## src/rtl/jump_motion_ctrl.sv

```systemverilog
// jump_motion_ctrl: per-frame player motion controller for the Doodle Jump core.
// Sequences the player through IDLE / RISE / FALL / DEAD, integrates gravity and
// horizontal input, and lands or re-bounces the player from the platform
// detector's hit/floor result.
// Optional feature macro: JUMP_SCROLL_EN (camera scroll clamp while rising).
module jump_motion_ctrl #(
  parameter int MAP_W       = 640,
  parameter int MAP_H       = 480,
  parameter int PLYR_H      = 32,
  parameter int JUMP_V      = 12,
  parameter int GRAV_DIV    = 4,
  parameter int X_STEP      = 3,
  parameter int START_X     = 304,
  parameter int START_Y     = 400,
  parameter int SCROLL_LINE = 160
) (
  input  logic       clk,
  input  logic       rst_n,
  input  logic       frame_tick,
  input  logic       start,
  input  logic       btn_left,
  input  logic       btn_right,
  input  logic       hit,
  input  logic [9:0] floor,
  output logic [9:0] plyr_x,
  output logic [9:0] plyr_y,
  output logic [3:0] spd_x,
  output logic [3:0] spd_y,
  output logic [1:0] state,
  output logic       dir,
  output logic       fly,
  output logic       bounce,
  output logic       game_over,
  output logic [9:0] scroll_dy
);

  // Gravity counter is at least one bit wide so GRAV_DIV == 1 still elaborates.
  localparam int              GW         = (GRAV_DIV > 1) ? $clog2(GRAV_DIV) : 1;
  localparam logic [GW-1:0]   GCNT_LAST  = GW'(GRAV_DIV - 1);
  localparam logic [GW-1:0]   GCNT_ONE   = GW'(1);
  localparam logic [9:0]      MAP_W10    = 10'(MAP_W);
  localparam logic [10:0]     MAP_W11    = 11'(MAP_W);
  localparam logic [10:0]     MAP_H11    = 11'(MAP_H);
  localparam logic [9:0]      PLYR_H10   = 10'(PLYR_H);
  localparam logic [10:0]     PLYR_H11   = 11'(PLYR_H);
  localparam logic [9:0]      DEAD_Y10   = 10'(MAP_H - PLYR_H);
  localparam logic [3:0]      JUMP_V4    = 4'(JUMP_V);
  localparam logic [3:0]      X_STEP4    = 4'(X_STEP);
  localparam logic [9:0]      X_STEP10   = 10'(X_STEP);
  localparam logic [10:0]     X_STEP11   = 11'(X_STEP);
  localparam logic [9:0]      START_X10  = 10'(START_X);
  localparam logic [9:0]      START_Y10  = 10'(START_Y);

  // Elaboration-time sanity checks on the configuration.
  if (GRAV_DIV < 1) begin : g_bad_grav_div
    $error("jump_motion_ctrl: GRAV_DIV must be at least 1");
  end
  if (SCROLL_LINE < 0 || SCROLL_LINE >= MAP_H) begin : g_bad_scroll_line
    $error("jump_motion_ctrl: SCROLL_LINE must lie inside the playfield");
  end

  typedef enum logic [1:0] {
    S_IDLE = 2'b00,
    S_RISE = 2'b01,
    S_FALL = 2'b10,
    S_DEAD = 2'b11
  } state_t;

  state_t          state_q, state_d;
  logic [9:0]      plyr_x_q, plyr_x_d;
  logic [9:0]      plyr_y_q, plyr_y_d;
  logic [3:0]      spd_x_q, spd_x_d;
  logic [3:0]      spd_y_q, spd_y_d;
  logic [GW-1:0]   gcnt_q, gcnt_d;
  logic            dir_q, dir_d;
  logic            bounce_q, bounce_d;

  // Horizontal candidates: wrap around the playfield in either direction.
  logic [10:0] x_right_sum;
  logic [9:0]  x_right;
  logic [9:0]  x_left;

  assign x_right_sum = {1'b0, plyr_x_q} + X_STEP11;
  // When wrapping, the true result is below MAP_W, so 10-bit modular math is exact.
  assign x_right = (x_right_sum >= MAP_W11) ? (plyr_x_q + X_STEP10 - MAP_W10)
                                            : (plyr_x_q + X_STEP10);
  assign x_left  = (plyr_x_q < X_STEP10)    ? (plyr_x_q + MAP_W10 - X_STEP10)
                                            : (plyr_x_q - X_STEP10);

  // Vertical candidates. y grows downward; sums carry an 11th bit so the
  // death test near the bottom edge cannot overflow.
  logic [9:0]  y_rise;
  logic [10:0] y_fall_sum;
  logic        fall_dead;
  logic [9:0]  y_land;

  assign y_rise     = (plyr_y_q < {6'b0, spd_y_q}) ? 10'd0 : (plyr_y_q - {6'b0, spd_y_q});
  assign y_fall_sum = {1'b0, plyr_y_q} + {7'b0, spd_y_q};
  assign fall_dead  = (y_fall_sum + PLYR_H11) >= MAP_H11;
  // Player stands on the platform: top = platform y minus sprite height.
  assign y_land     = (floor < PLYR_H10) ? 10'd0 : (floor - PLYR_H10);

  // Gravity helpers: speed changes once every GRAV_DIV frames.
  logic          gcnt_last;
  logic [GW-1:0] gcnt_inc;
  logic [3:0]    spd_y_dec;
  logic [3:0]    spd_y_inc;

  assign gcnt_last = (gcnt_q == GCNT_LAST);
  assign gcnt_inc  = gcnt_q + GCNT_ONE;
  assign spd_y_dec = spd_y_q - 4'd1;
  assign spd_y_inc = (spd_y_q == 4'hF) ? 4'hF : (spd_y_q + 4'd1);

`ifdef JUMP_SCROLL_EN
  localparam logic [9:0]  SCROLL_LINE10 = 10'(SCROLL_LINE);
  localparam logic [10:0] SCROLL_LINE11 = 11'(SCROLL_LINE);

  logic [9:0] scroll_dy_q, scroll_dy_d;
  logic       scroll_clamp;
  logic [9:0] scroll_amt;

  // Clamp when the rise step would carry the player above the scroll line;
  // the overshoot becomes the camera scroll for this frame.
  assign scroll_clamp = {1'b0, plyr_y_q} < (SCROLL_LINE11 + {7'b0, spd_y_q});
  assign scroll_amt   = SCROLL_LINE10 + {6'b0, spd_y_q} - plyr_y_q;
  assign scroll_dy    = scroll_dy_q;
`else
  assign scroll_dy    = 10'd0;
`endif

  // Next-state and datapath: horizontal motion first, then the phase FSM,
  // which may override x on a restart from DEAD.
  always_comb begin
    state_d  = state_q;
    plyr_x_d = plyr_x_q;
    plyr_y_d = plyr_y_q;
    spd_x_d  = spd_x_q;
    spd_y_d  = spd_y_q;
    gcnt_d   = gcnt_q;
    dir_d    = dir_q;
    bounce_d = 1'b0;
`ifdef JUMP_SCROLL_EN
    scroll_dy_d = 10'd0;
`endif

    if (frame_tick && (state_q == S_RISE || state_q == S_FALL)) begin
      if (btn_left ^ btn_right) begin
        spd_x_d  = X_STEP4;
        dir_d    = btn_right;
        plyr_x_d = btn_right ? x_right : x_left;
      end else begin
        spd_x_d  = 4'd0;
      end
    end

    case (state_q)
      S_IDLE: begin
        // start wins over a coincident frame_tick: launch only, no motion.
        if (start) begin
          state_d = S_RISE;
          spd_y_d = JUMP_V4;
          gcnt_d  = '0;
        end
      end

      S_RISE: begin
        // hit is deliberately ignored while rising.
        if (frame_tick) begin
`ifdef JUMP_SCROLL_EN
          if (scroll_clamp) begin
            plyr_y_d    = SCROLL_LINE10;
            scroll_dy_d = scroll_amt;
          end else begin
            plyr_y_d    = y_rise;
          end
`else
          plyr_y_d = y_rise;
`endif
          if (gcnt_last) begin
            gcnt_d  = '0;
            spd_y_d = spd_y_dec;
            if (spd_y_dec == 4'd0) begin
              state_d = S_FALL;
            end
          end else begin
            gcnt_d = gcnt_inc;
          end
        end
      end

      S_FALL: begin
        if (frame_tick) begin
          if (hit) begin
            // Landing replaces this frame's fall step with a fresh bounce.
            plyr_y_d = y_land;
            spd_y_d  = JUMP_V4;
            gcnt_d   = '0;
            state_d  = S_RISE;
            bounce_d = 1'b1;
          end else if (fall_dead) begin
            plyr_y_d = DEAD_Y10;
            spd_y_d  = 4'd0;
            gcnt_d   = '0;
            state_d  = S_DEAD;
          end else begin
            plyr_y_d = y_fall_sum[9:0];
            if (gcnt_last) begin
              gcnt_d  = '0;
              spd_y_d = spd_y_inc;
            end else begin
              gcnt_d  = gcnt_inc;
            end
          end
        end
      end

      S_DEAD: begin
        // Frozen until a restart, which relaunches from the start position.
        if (start) begin
          plyr_x_d = START_X10;
          plyr_y_d = START_Y10;
          spd_y_d  = JUMP_V4;
          gcnt_d   = '0;
          state_d  = S_RISE;
        end
      end

      default: begin
        state_d = S_IDLE;
      end
    endcase
  end

  // State and datapath registers with asynchronous active-low reset.
  always_ff @(posedge clk or negedge rst_n) begin
    if (!rst_n) begin
      state_q  <= S_IDLE;
      plyr_x_q <= START_X10;
      plyr_y_q <= START_Y10;
      spd_x_q  <= 4'd0;
      spd_y_q  <= 4'd0;
      gcnt_q   <= '0;
      dir_q    <= 1'b1;
      bounce_q <= 1'b0;
    end else begin
      state_q  <= state_d;
      plyr_x_q <= plyr_x_d;
      plyr_y_q <= plyr_y_d;
      spd_x_q  <= spd_x_d;
      spd_y_q  <= spd_y_d;
      gcnt_q   <= gcnt_d;
      dir_q    <= dir_d;
      bounce_q <= bounce_d;
    end
  end

`ifdef JUMP_SCROLL_EN
  // One-cycle camera scroll amount.
  always_ff @(posedge clk or negedge rst_n) begin
    if (!rst_n) begin
      scroll_dy_q <= 10'd0;
    end else begin
      scroll_dy_q <= scroll_dy_d;
    end
  end
`endif

  assign plyr_x    = plyr_x_q;
  assign plyr_y    = plyr_y_q;
  assign spd_x     = spd_x_q;
  assign spd_y     = spd_y_q;
  assign state     = state_q;
  assign dir       = dir_q;
  assign fly       = (state_q == S_RISE);
  assign bounce    = bounce_q;
  assign game_over = (state_q == S_DEAD);

endmodule

```

## config.mk

```make
export PLATFORM = sky130hd
export DESIGN_NAME = jump_motion_ctrl
export DESIGN_NICKNAME = d
export VERILOG_FILES = /design/src/rtl/jump_motion_ctrl.sv
export SDC_FILE = /design/constraint.sdc
export NUM_CORES = 1
export LEC_CHECK = 0
export BUFFER_PORTS_ARGS = -buffer_cell sky130_fd_sc_hd__buf_2
export CORE_MARGIN = 2
export CORE_UTILIZATION = 61
export DETAILED_ROUTE_END_ITERATION = 8
export PLACE_DENSITY = 0.86
export SLEW_MARGIN = 40
export SYNTH_ARGS = -nofsm -noshare
export SYNTH_HDL_FRONTEND = slang
export SYNTH_SLANG_ARGS = --single-unit
export TNS_END_PERCENT = 50
```

## constraint.sdc

```tcl
create_clock -name clk -period 9.3 [get_ports clk]
set_input_delay 0.93 -clock clk [delete_from_list [all_inputs] [get_ports clk]]
set_output_delay 0.93 -clock clk [all_outputs]
set_load 0.005 [all_outputs]
```

==> results.toml, run 1 <==
[cells_and_area]
multiInputGateArea_mm2 = 0.00226
most-common-layout-cells = "buf_2 (48), nor2_1 (36), nand2_1 (35)"
num-nets-final = 485
diodes = 0
num-fill-cells = 436
area.growth.synth_to_final_pct = 8.71
drive_gt1_share_pct = 17.3
final_common_cell = "buf_2"
stdcell_area_mm2 = 0.00356
ff_latch_area_um2 = 785

[placement]
final_weighted_congestion_in_routability_driven_placement = 1.00
dp_hpwl_um = 6150
portBuffers = 48
dpl-instance-area_mm2 = 0.00347

[worst_hold_path]
min_delay_worst_type = "reg2reg"
min_delay_path_depth = 2

[detailed_routing]
wire_per_inst_um = 16.0
drt_iter0_markers = 248
firstDrtPassIters = 5
antenna_violating_nets_post_route = 0
drt-vias-per-instance = 6.14
detailroute.via_count = 3157
routed_wl_um = 8210
drc = 0

[clock_network]
cts.htree.levels = 2
post_cts_buffers = 0
path_clk_slew_ns = 0.06
cts-resized-gates = 0
cts.root.buffer_cell = "clkbuf_8"
numClockSinks = 31
max-clock-path-buffers = 2
clock_latency_ns = 0.29
cts_tree = "yes"
tritoncts.num_buffers = 5
cts.hold.buffers_added = 0

[synthesis]
synthesis.yosys.warnings = 0
number_of_synthesized_flops_with_an_enable_pin = 0
post_synth_instance_area_mm2 = 0.00328
postSynthCellCount = 410
ys_seq_area_share_pct = 23.9
postSynth.asyncResetShare_pct = 100
ys_ff_latch = 31
syn-mean-instance-area_um2 = 7.99
synthFlopType = "dfrtp_1"
synth_top_area_share_pct = 18.3
synth_cell_type_count = 75
synth_largest_area_cell = "dfrtp_1"
post_synth_main_area_contributors = "dfrtp_1 (18%), ha_1 (8.8%), dfstp_2 (5.6%)"

[floorplan]
placementRows = 26
dieArea_mm2 = 0.00597
placeableCoreArea_mm2 = 0.00514
io_pins = 61
vertical_die_dimension_um = 77.3
floorplan.die.width_um = 77.3
start_util_pct = 63.8

[sta]
count_of_endpoints_failing_setup_in_the_final_report = 0
max_freq_ghz = 0.241
tightestPinTransition_ns = 0.715
final.min_clock_period_ns = 4.15
timing.slew.headroom_pct = 52.3
number_of_max_slew_violations_in_the_final_report = 0
min_period_over_period_pct = 44.6
final_hold_viol_count = 0
clock-skew-final_ns = 0.00962
setup_tns_ns = 0
unrepaired_setup_endpoints_after_global_routing = "no"

[run]
max_cap_viol_count = 0

[worst_setup_path]
critPathSlowestCell = "dfrtp_1"
crit_required_ns = 9.47
startpoint_class = "register"
cp_max_fo = 9
end_kind = "register"
crit_chain = "ha_1 -> fa_1 -> nor2b_1 -> o311a_1 -> nand2_1 -> xnor2_1 -> ha_1 -> nor3_1 -> nand2_1 -> o41ai_2 -> a41oi_2 -> a31oi_2 -> o21ai_2 -> o32a_1"
setup.worst_path.class = "reg2reg"
logic_depth_of_the_worst_register_to_register_path = 14
cp_slowest_stage_delay_ns = 0.47
timing.critical_path.arrival_ns = 4.32

[power]
power_density_mw_per_mm2 = 326
worst_ir_drop_vdd_mv = 0.204
p_leak_nw = 1.57
power.total_mw = 1.16

[global_routing]
top_usage_layer = "met2"
grt_remaining_overflow = 0
global_route.usage.met3_pct = 4.35
track_usage_pct = 28.4
first_global_vias = 2931
grt_max_degree = 32
met2_usage_pct = 45.7
grt_first_pass_wirelength_um = 13800
grt_antenna_before_repair = 0
met1_resource_use_gr_pct = 39.7

[run_status]
status = "finished, final reports clean"
[worst max-delay path, delay by kind of cell, from the launching register on]
kind	cells	cell delay, ns
adders and majority gates	3	0.97
xor gates and xnor gates	1	0.18
and+or+nand+nor	4	0.57
AOI/OAI and AO/OA	6	1.83
DFF	1	0.47
[final timing paths]
kind,start,to,slack (ns)
setup / recovery,spd_y[0],spd_y[3],5.15
hold / removal,dir,dir,0.46
setup reg to reg,spd_y[0],spd_y[3],5.15
hold reg to reg,dir,dir,0.46
max in group asynchronous,rst_n,plyr_x[6],8.15
min in group asynchronous,rst_n,plyr_y[3],0.69
[where the power goes]
group          internal [mW]  switching (mW)  leakage (nW)  total [mW]
combinational          0.317           0.432          1.14       0.750
clock                 0.0597          0.0520        0.0482       0.112
sequential             0.193           0.106         0.378       0.299
[Yosys cell counts, types with 2 or more instances]
master	count
nor2_1	36
nand2_1	35
inv_1	25
dfrtp_1	24
a21oi_1	23
ha_1	23
o21ai_0	23
nand3_1	19
xnor2_1	19
clkbuf_1	18
nor3_1	14
buf_4	13
a31oi_1	8
xor2_1	8
a211oi_1	7
dfstp_2	7
nand2b_1	7
a21o_1	6
nor2b_1	6
or3_1	6
mux2i_1	5
o221ai_1	4
o21a_1	3
o21bai_1	3
o2bb2ai_1	3
o311a_1	3
a2bb2oi_1	2
a32oi_1	2
a41oi_1	2
and3_1	2
buf_2	2
fa_1	2
nand4_1	2
nand4b_1	2
nor3b_1	2
nor4_1	2
o32a_1	2
o41ai_1	2
or4_1	2
[routing by layer]
layer | wire length, µm | share of wire, %
met4 | 126 | 1.5
met2 | 3630 | 44
met3 | 502 | 6.1
met5 | 0 | 0
met1 | 3950 | 48
[stage by stage]
step | instances | setup WS [ns] | util, % | hold slack (ns)
4_1_cts | 514 | 5.16 | 69.3 | 0.459
3_3_place_gp | 506 | 5.33 | 67.5 | 0.445
2_1_floorplan | 421 | 5.63 | - | 0.448
3_5_place_dp | 506 | 5.22 | 67.5 | 0.450
6_report | 514 | 5.15 | 69.3 | 0.461
5_1_grt | 514 | 4.80 | 69.3 | 0.479
[registers in the layout, indices dropped and copies added, names as in the netlist]
signal	count
plyr_x	10
plyr_y	10
spd_y	4
gcnt_q	2
state	2
bounce	1
dir	1
spd_x	1
[layout make-up]
type | count | area share (%)
flip-flops and latches | 31 | 22.0
clock inverters | 1 | 0.140
repair buffers | 49 | 6.95
clock buffers | 7 | 2.42
inverters | 25 | 2.63
multi-input cells | 331 | 63.4
well taps | 70 | 2.46
[kinds of logic (layout without fill, tap and decap cells)]
family	Yosys count	after routing	synth area share (%)
simple gates	143	143	21.5
flops	31	31	23.9
fa+ha+maj	25	25	10.0
other cells	1	12	0.114
mux	6	6	1.87
compound gates	117	117	26.3
xor+xnor	28	28	7.71
buf+inv	59	82	8.55
No activity file was read; power rests on OpenSTA's default activity.
==> run 2, diff against run 1 <==
CORE_UTILIZATION = 57   (was 61)
PLACE_DENSITY = 0.82   (was 0.86)
clock period = 4.15 ns   (was 9.3 ns; I/O delays follow)
==> run 2 against run 1 <==
Compared with the run above:
- fmax is 4.7% higher
- critical path type unchanged
- via count up 1.5%
- clock skew increased by 0.0019 ns
- global-route usage fell by 0.35 points
- sequential cell count is the same
- count of clock-buffer cells in the layout unchanged
- non-clock buffer count increased by 6
- largest cell class unchanged
- wire length grew 3.5%
- utilization fell by 3.6 points
- setup slack got worse by 5.0 ns
==> results.toml, run 2 (synthesis gave the netlist of run 1 again) <==
[worst_setup_path]
crit_chain = "ha_1 -> fa_1 -> nor2b_1 -> o311a_4 -> nand2_1 -> xnor2_1 -> ha_1 -> nor3_1 -> nand2_1 -> o41ai_2 -> a41oi_2 -> and2_4 -> nor4_1 -> o32a_1"
cp_slowest_stage_delay_ns = 0.47
setup.worst_path.class = "reg2reg"
cp_max_fo = 12
timing.critical_path.arrival_ns = 4.19
startpoint_class = "register"
end_kind = "register"
critPathSlowestCell = "dfrtp_2"
crit_required_ns = 4.38

[floorplan]
floorplan.die.width_um = 79.8
vertical_die_dimension_um = 79.8
start_util_pct = 59.1
placeableCoreArea_mm2 = 0.00554
dieArea_mm2 = 0.00637
io_pins = 61
placementRows = 27

[global_routing]
grt_remaining_overflow = 0
first_global_vias = 2892
grt_first_pass_wirelength_um = 14200
grt_max_degree = 32
track_usage_pct = 28.1
grt_antenna_before_repair = 0

[sta]
final.min_clock_period_ns = 3.96
clock-skew-final_ns = 0.0115
min_period_over_period_pct = 95.5
timing.slew.headroom_pct = 54.2
whs_ns = 0.432
tightestPinTransition_ns = 0.678
max_freq_ghz = 0.252
setup_tns_ns = 0
count_of_endpoints_failing_setup_in_the_final_report = 0
setup_ws_ns = 0.188
final_hold_viol_count = 0
number_of_max_slew_violations_in_the_final_report = 0

[clock_network]
cts.root.buffer_cell = "clkbuf_8"
path_clk_slew_ns = 0.07
cts.htree.levels = 2
cts_tree = "yes"
max-clock-path-buffers = 2
tritoncts.num_buffers = 5
numClockSinks = 31
post_cts_buffers = 0
clock_latency_ns = 0.29

[cells_and_area]
num-nets-final = 491
drive_gt1_share_pct = 18.9
final_common_cell = "buf_2"
post-route-util_pct = 65.7
diodes = 0
stdcell_area_mm2 = 0.00364
most-common-layout-cells = "buf_2 (48), nor2_1 (36), nand2_1 (35)"
area.growth.synth_to_final_pct = 11.1
num-fill-cells = 474

[placement]
dpl-instance-area_mm2 = 0.00350
final_weighted_congestion_in_routability_driven_placement = 0.924
dp_slack_ns = 0.241
dp_hpwl_um = 6340
portBuffers = 48

[power]
p_leak_nw = 1.60
worst_ir_drop_vdd_mv = 0.385
power_density_mw_per_mm2 = 724

[detailed_routing]
routed_wl_um = 8500
drt_iter0_markers = 347
detailroute.via_count = 3204
firstDrtPassIters = 4
drc = 0
wire_per_inst_um = 16.3
antenna_violating_nets_post_route = 0
drt-vias-per-instance = 6.14

[run_status]
status = "finished, final reports clean"

[run]
max_cap_viol_count = 0

[worst_hold_path]
min_delay_worst_type = "in2reg"
-- run 2: cell types whose count changed in the layout (fill, tap and decap cells not counted) --
cell and delta:
o311a_4 +1, dfrtp_1 -2, nor4_2 +1, nor4_1 -1, buf_16 +1, clkbuf_8 -1
o311a_1 -1, buf_4 +4, clkbuf_1 +1, dfrtp_2 +2, dlygate4sd3_1 +1
-- run 2: power by group --
part	switching [mW]	internal (mW)	leakage (nW)
sequential	0.227	0.435	0.376
clock	0.117	0.118	0.0422
combinational	0.994	0.746	1.18
total	1.34	1.30	1.60
-- run 2: path summary, 6_finish.rpt --
check                           slack [ns]        end  depth (start not counted)     start
worst max-delay path                  0.19   spd_y[2]                         14  spd_y[0]
worst min-delay path                  0.43  plyr_x[4]                          3     start
worst max register to register        0.19   spd_y[2]                         14  spd_y[0]
worst min register to register        0.47        dir                          2       dir
max in group asynchronous             3.14  plyr_x[4]                          3     rst_n
min in group asynchronous             0.54  plyr_x[9]                          2     rst_n
-- run 2: through the flow --
stage / power [mW] / std cells
after floorplan: 1.91 / 421
after global placement: 2.31 / 512
after detailed placement: 2.35 / 512
after CTS: 2.59 / 520
after global routing: 2.86 / 522
final: 2.64 / 522
-- run 2: cell type report --
| class | count | area [µm²] | share of cell area (%) |
|---|---|---|---|
| tap | 72 | 90.1 | 2.47 |
| timing repair buffer | 55 | 315 | 8.66 |
| sequential | 31 | 787 | 21.6 |
| multi-input combinational | 331 | 2270 | 62.5 |
| clock inverter | 1 | 5.00 | 0.137 |
| clock buffer | 7 | 76.3 | 2.10 |
| inverter | 25 | 93.8 | 2.58 |
-- run 2: critical path, delay by kind of cell (launching register included) --
| family | cells | cell delay, ns |
|---|---|---|
| AO/OA/AOI/OAI | 4 | 1.17 |
| flip-flops | 1 | 0.47 |
| adder cells (fa/ha/maj) | 3 | 0.94 |
| AND/OR/NAND/NOR | 6 | 1.13 |
| XOR/XNOR | 1 | 0.18 |
-- run 2: repair_timing --
| item | 4_1_cts | 5_1_grt |
|---|---|---|
| resized for setup | 0 | 4 |
| hold buffers | 0 | 1 |
| setup endpoints to repair | 0 | 4 |
| endpoints found under the hold margin | 0 | 2 |
-- run 2: layer usage --
metal	up-vias	global-route usage, %	wire length [µm]
met1	1513	41.5	3950
met2	143	42.6	3880
met5	-	0	0
met3	13	3.73	537
li1	1535	-	-
met4	0	8.31	128
==> run 3, diff against run 2 <==
ABC_AREA = 1   (was not set)
PLACE_DENSITY = 0.81   (was 0.82)
==> run 3 against run 2 <==
Compared with the run above:
- synthesized area increased by 3.8%
- sequential cell count unchanged
- final area increased by 2.5%
- synthesized cell count increased by 21%
- clock skew decreased by 0.0045 ns
- count of clock-buffer cells in the layout decreased by 2
- fmax increased by 17%
- highest routed layer unchanged
- hold slack got worse by 0.26 ns
- clock power increased by 30%
- global-route usage decreased by 0.93 points
- critical path type unchanged
==> results.toml, run 3 <==
[run_status]
status = "finished, final reports clean"

[worst_setup_path]
worstReg2RegEnd = "spd_y[0]"
timing.critical_path.arrival_ns = 3.56
cp_max_fo = 7
ff2ff_setup_slack_ns = 0.77
crit_required_ns = 4.33
reg2reg_from = "spd_y[3]"
setup.worst_path.class = "reg2reg"
startpoint_class = "register"
logic_depth_of_the_worst_register_to_register_path = 23
end_kind = "register"

[synthesis]
number_of_synthesized_flops_with_an_enable_pin = 0
ys_seq_area_share_pct = 23.1
syn-mean-instance-area_um2 = 6.86
postSynth.asyncResetShare_pct = 100
synth_top_area_share_pct = 17.7
post-synth-top-count-cell = "nand2_1"
ys_top_cells_by_count = "nand2_1 (108), inv_1 (67), nor2_1 (46), nand3_1 (41), a21oi_1 (33)"
post_synth_instance_area_mm2 = 0.00340
postSynthCellCount = 496
post_synth_main_area_contributors = "dfrtp_1 (18%), nand2_1 (12%), ha_1 (8.5%)"
synthFlopType = "dfrtp_1"
ys_ff_latch = 31
synthesis.yosys.warnings = 0
synth_cell_type_count = 51
synth_largest_area_cell = "dfrtp_1"

[power]
power_density_mw_per_mm2 = 888
switchingPower_mw = 1.82
clock_power_share_pct = 9.2
sequential_share_of_power_pct = 21.4
worst_ir_drop_vdd_mv = 0.433
intPower_mw = 1.49
netSwitchingFraction_pct = 55.0
p_leak_nw = 1.97
power_frac_comb_pct = 69.4

[floorplan]
vertical_die_dimension_um = 81.2
placeableCoreArea_mm2 = 0.00585
placementRows = 28
floorplan.die.width_um = 81.2
io_pins = 61
dieArea_mm2 = 0.00660
start_util_pct = 58.1

[sta]
setup_ws_ns = 0.775
number_of_max_slew_violations_in_the_final_report = 0
timing.slew.headroom_pct = 51.4
count_of_endpoints_failing_setup_in_the_final_report = 0
min_period_over_period_pct = 81.3
final.min_clock_period_ns = 3.38
unrepaired_setup_endpoints_after_global_routing = "no"
max_freq_ghz = 0.296
final_hold_viol_count = 0
setup_tns_ns = 0
clock-skew-final_ns = 0.00701
tightestPinTransition_ns = 0.724

[cells_and_area]
area.growth.synth_to_final_pct = 9.82
final_common_cell = "nand2_1"
num-nets-final = 583
num-fill-cells = 527
drive_gt1_share_pct = 19.9
most-common-layout-cells = "nand2_1 (108), inv_1 (67), buf_2 (48)"
diodes = 0
instances_no_fill = 617

[detailed_routing]
wire_per_inst_um = 13.7
detailroute.via_count = 3354
firstDrtPassIters = 5
drt_iter0_markers = 291
drc = 0
antenna_violating_nets_post_route = 0
routed_wl_um = 8470
drt-vias-per-instance = 5.44

[placement]
placed_instance_count = 609
dp_hpwl_um = 6620
portBuffers = 48
final_weighted_congestion_in_routability_driven_placement = 0.939
dp_slack_ns = 0.817

[clock_network]
cts.htree.levels = 2
post_cts_buffers = 0
cts_tree = "yes"
max-clock-path-buffers = 2
path_clk_slew_ns = 0.07
cts-resized-gates = 0
cts.root.buffer_cell = "clkbuf_8"
numClockSinks = 31
cts.hold.buffers_added = 0
clock_latency_ns = 0.30
tritoncts.num_buffers = 5

[global_routing]
grt_antenna_before_repair = 0
grt_first_pass_wirelength_um = 13800
grt_remaining_overflow = 0
track_usage_pct = 27.2
first_global_vias = 2905
grt_max_degree = 32

[worst_hold_path]
min_delay_worst_type = "in2async"

[run]
max_cap_viol_count = 0
==> run 3: worst max-delay path by stage <==
| stage | start | to | slack, ns | cells past startpoint |
|---|---|---|---|---|
| global placement | spd_y[3] | spd_y[1] | 0.88 | 23 |
| finish | spd_y[3] | spd_y[0] | 0.77 | 23 |
| detailed placement | spd_y[3] | spd_y[0] | 0.82 | 23 |
| floorplan | spd_y[0] | spd_y[1] | 1.25 | 19 |
| global route | spd_y[3] | spd_y[3] | 0.49 | 24 |
| CTS | spd_y[3] | spd_y[0] | 0.79 | 23 |
==> run 3: logic make-up after synthesis <==
kind of cell | after synthesis | synth area share, %
AO/OA/AOI/OAI | 79 | 13.7
XOR/XNOR | 19 | 5.11
adder cells (fa/ha/maj) | 25 | 9.64
buffers and inverters | 94 | 12.6
flip-flops | 31 | 23.1
other | 1 | 0.110
AND/OR/NAND/NOR | 247 | 35.8
==> run 3: layout make-up <==
class                           count  area (µm²)  area share, %
Clock buffer                        5        68.8           1.84
Sequential cell                    31         785           21.0
Inverter                           73         274           7.34
Clock inverter                      3        43.8           1.17
Tap cell                           75        93.8           2.51
Multi-Input combinational cell    382        2230           59.7
Timing Repair Buffer               48         240           6.43
==> run 3: per-layer routing <==
layer | GRT usage [%] | wire, µm | share of wire [%] | up-vias
li1 | - | - | - | 1674
met1 | 39.6 | 3930 | 46 | 1526
met2 | 39.8 | 3750 | 44 | 134
met3 | 4.89 | 587 | 6.9 | 20
met4 | 10.2 | 202 | 2.4 | 0
met5 | 0 | 0 | 0 | -
==> run 3: worst max-delay path, cell delays in order, from the launching register on <==
cell and delay, ns:
dfrtp_1 0.43, clkinv_1 0.26, ha_1 0.41, inv_2 0.13, nand2_1 0.06, nand2_1 0.08, nand2_1 0.07, nand2_1 0.06
nand2_1 0.05, nand2_1 0.12, inv_1 0.10, ha_1 0.27, nor3b_1 0.17, nand2_1 0.07, nor2_1 0.10, nand3_1 0.08
nand2_1 0.06, nand3_1 0.10, nor2_4 0.16, nor2_8 0.07, nand4_2 0.08, nand3_2 0.15, nand2_1 0.12, o21ai_1 0.07
==> run 3: stage by stage <==
| stage | utilization [%] | hold slack, ns | area [µm²] | total power [mW] |
|---|---|---|---|---|
| 2_1_floorplan | - | 0.119 | 3440 | 2.43 |
| 3_3_place_gp | 61.9 | 0.459 | 3620 | 2.92 |
| 3_5_place_dp | 61.9 | 0.457 | 3620 | 2.97 |
| 4_1_cts | 63.8 | 0.199 | 3730 | 3.30 |
| 5_1_grt | 63.8 | 0.232 | 3730 | 3.65 |
| 6_report | 63.8 | 0.171 | 3730 | 3.32 |
==> run 3: power by group through the flow <==
stage	combinational [mW]	sequential (mW)	clock (mW)
4_1_cts	2.28	0.707	0.310
3_5_place_dp	2.26	0.710	0
2_1_floorplan	1.78	0.648	0
6_report	2.30	0.711	0.305
3_3_place_gp	2.21	0.706	0
5_1_grt	2.58	0.741	0.326
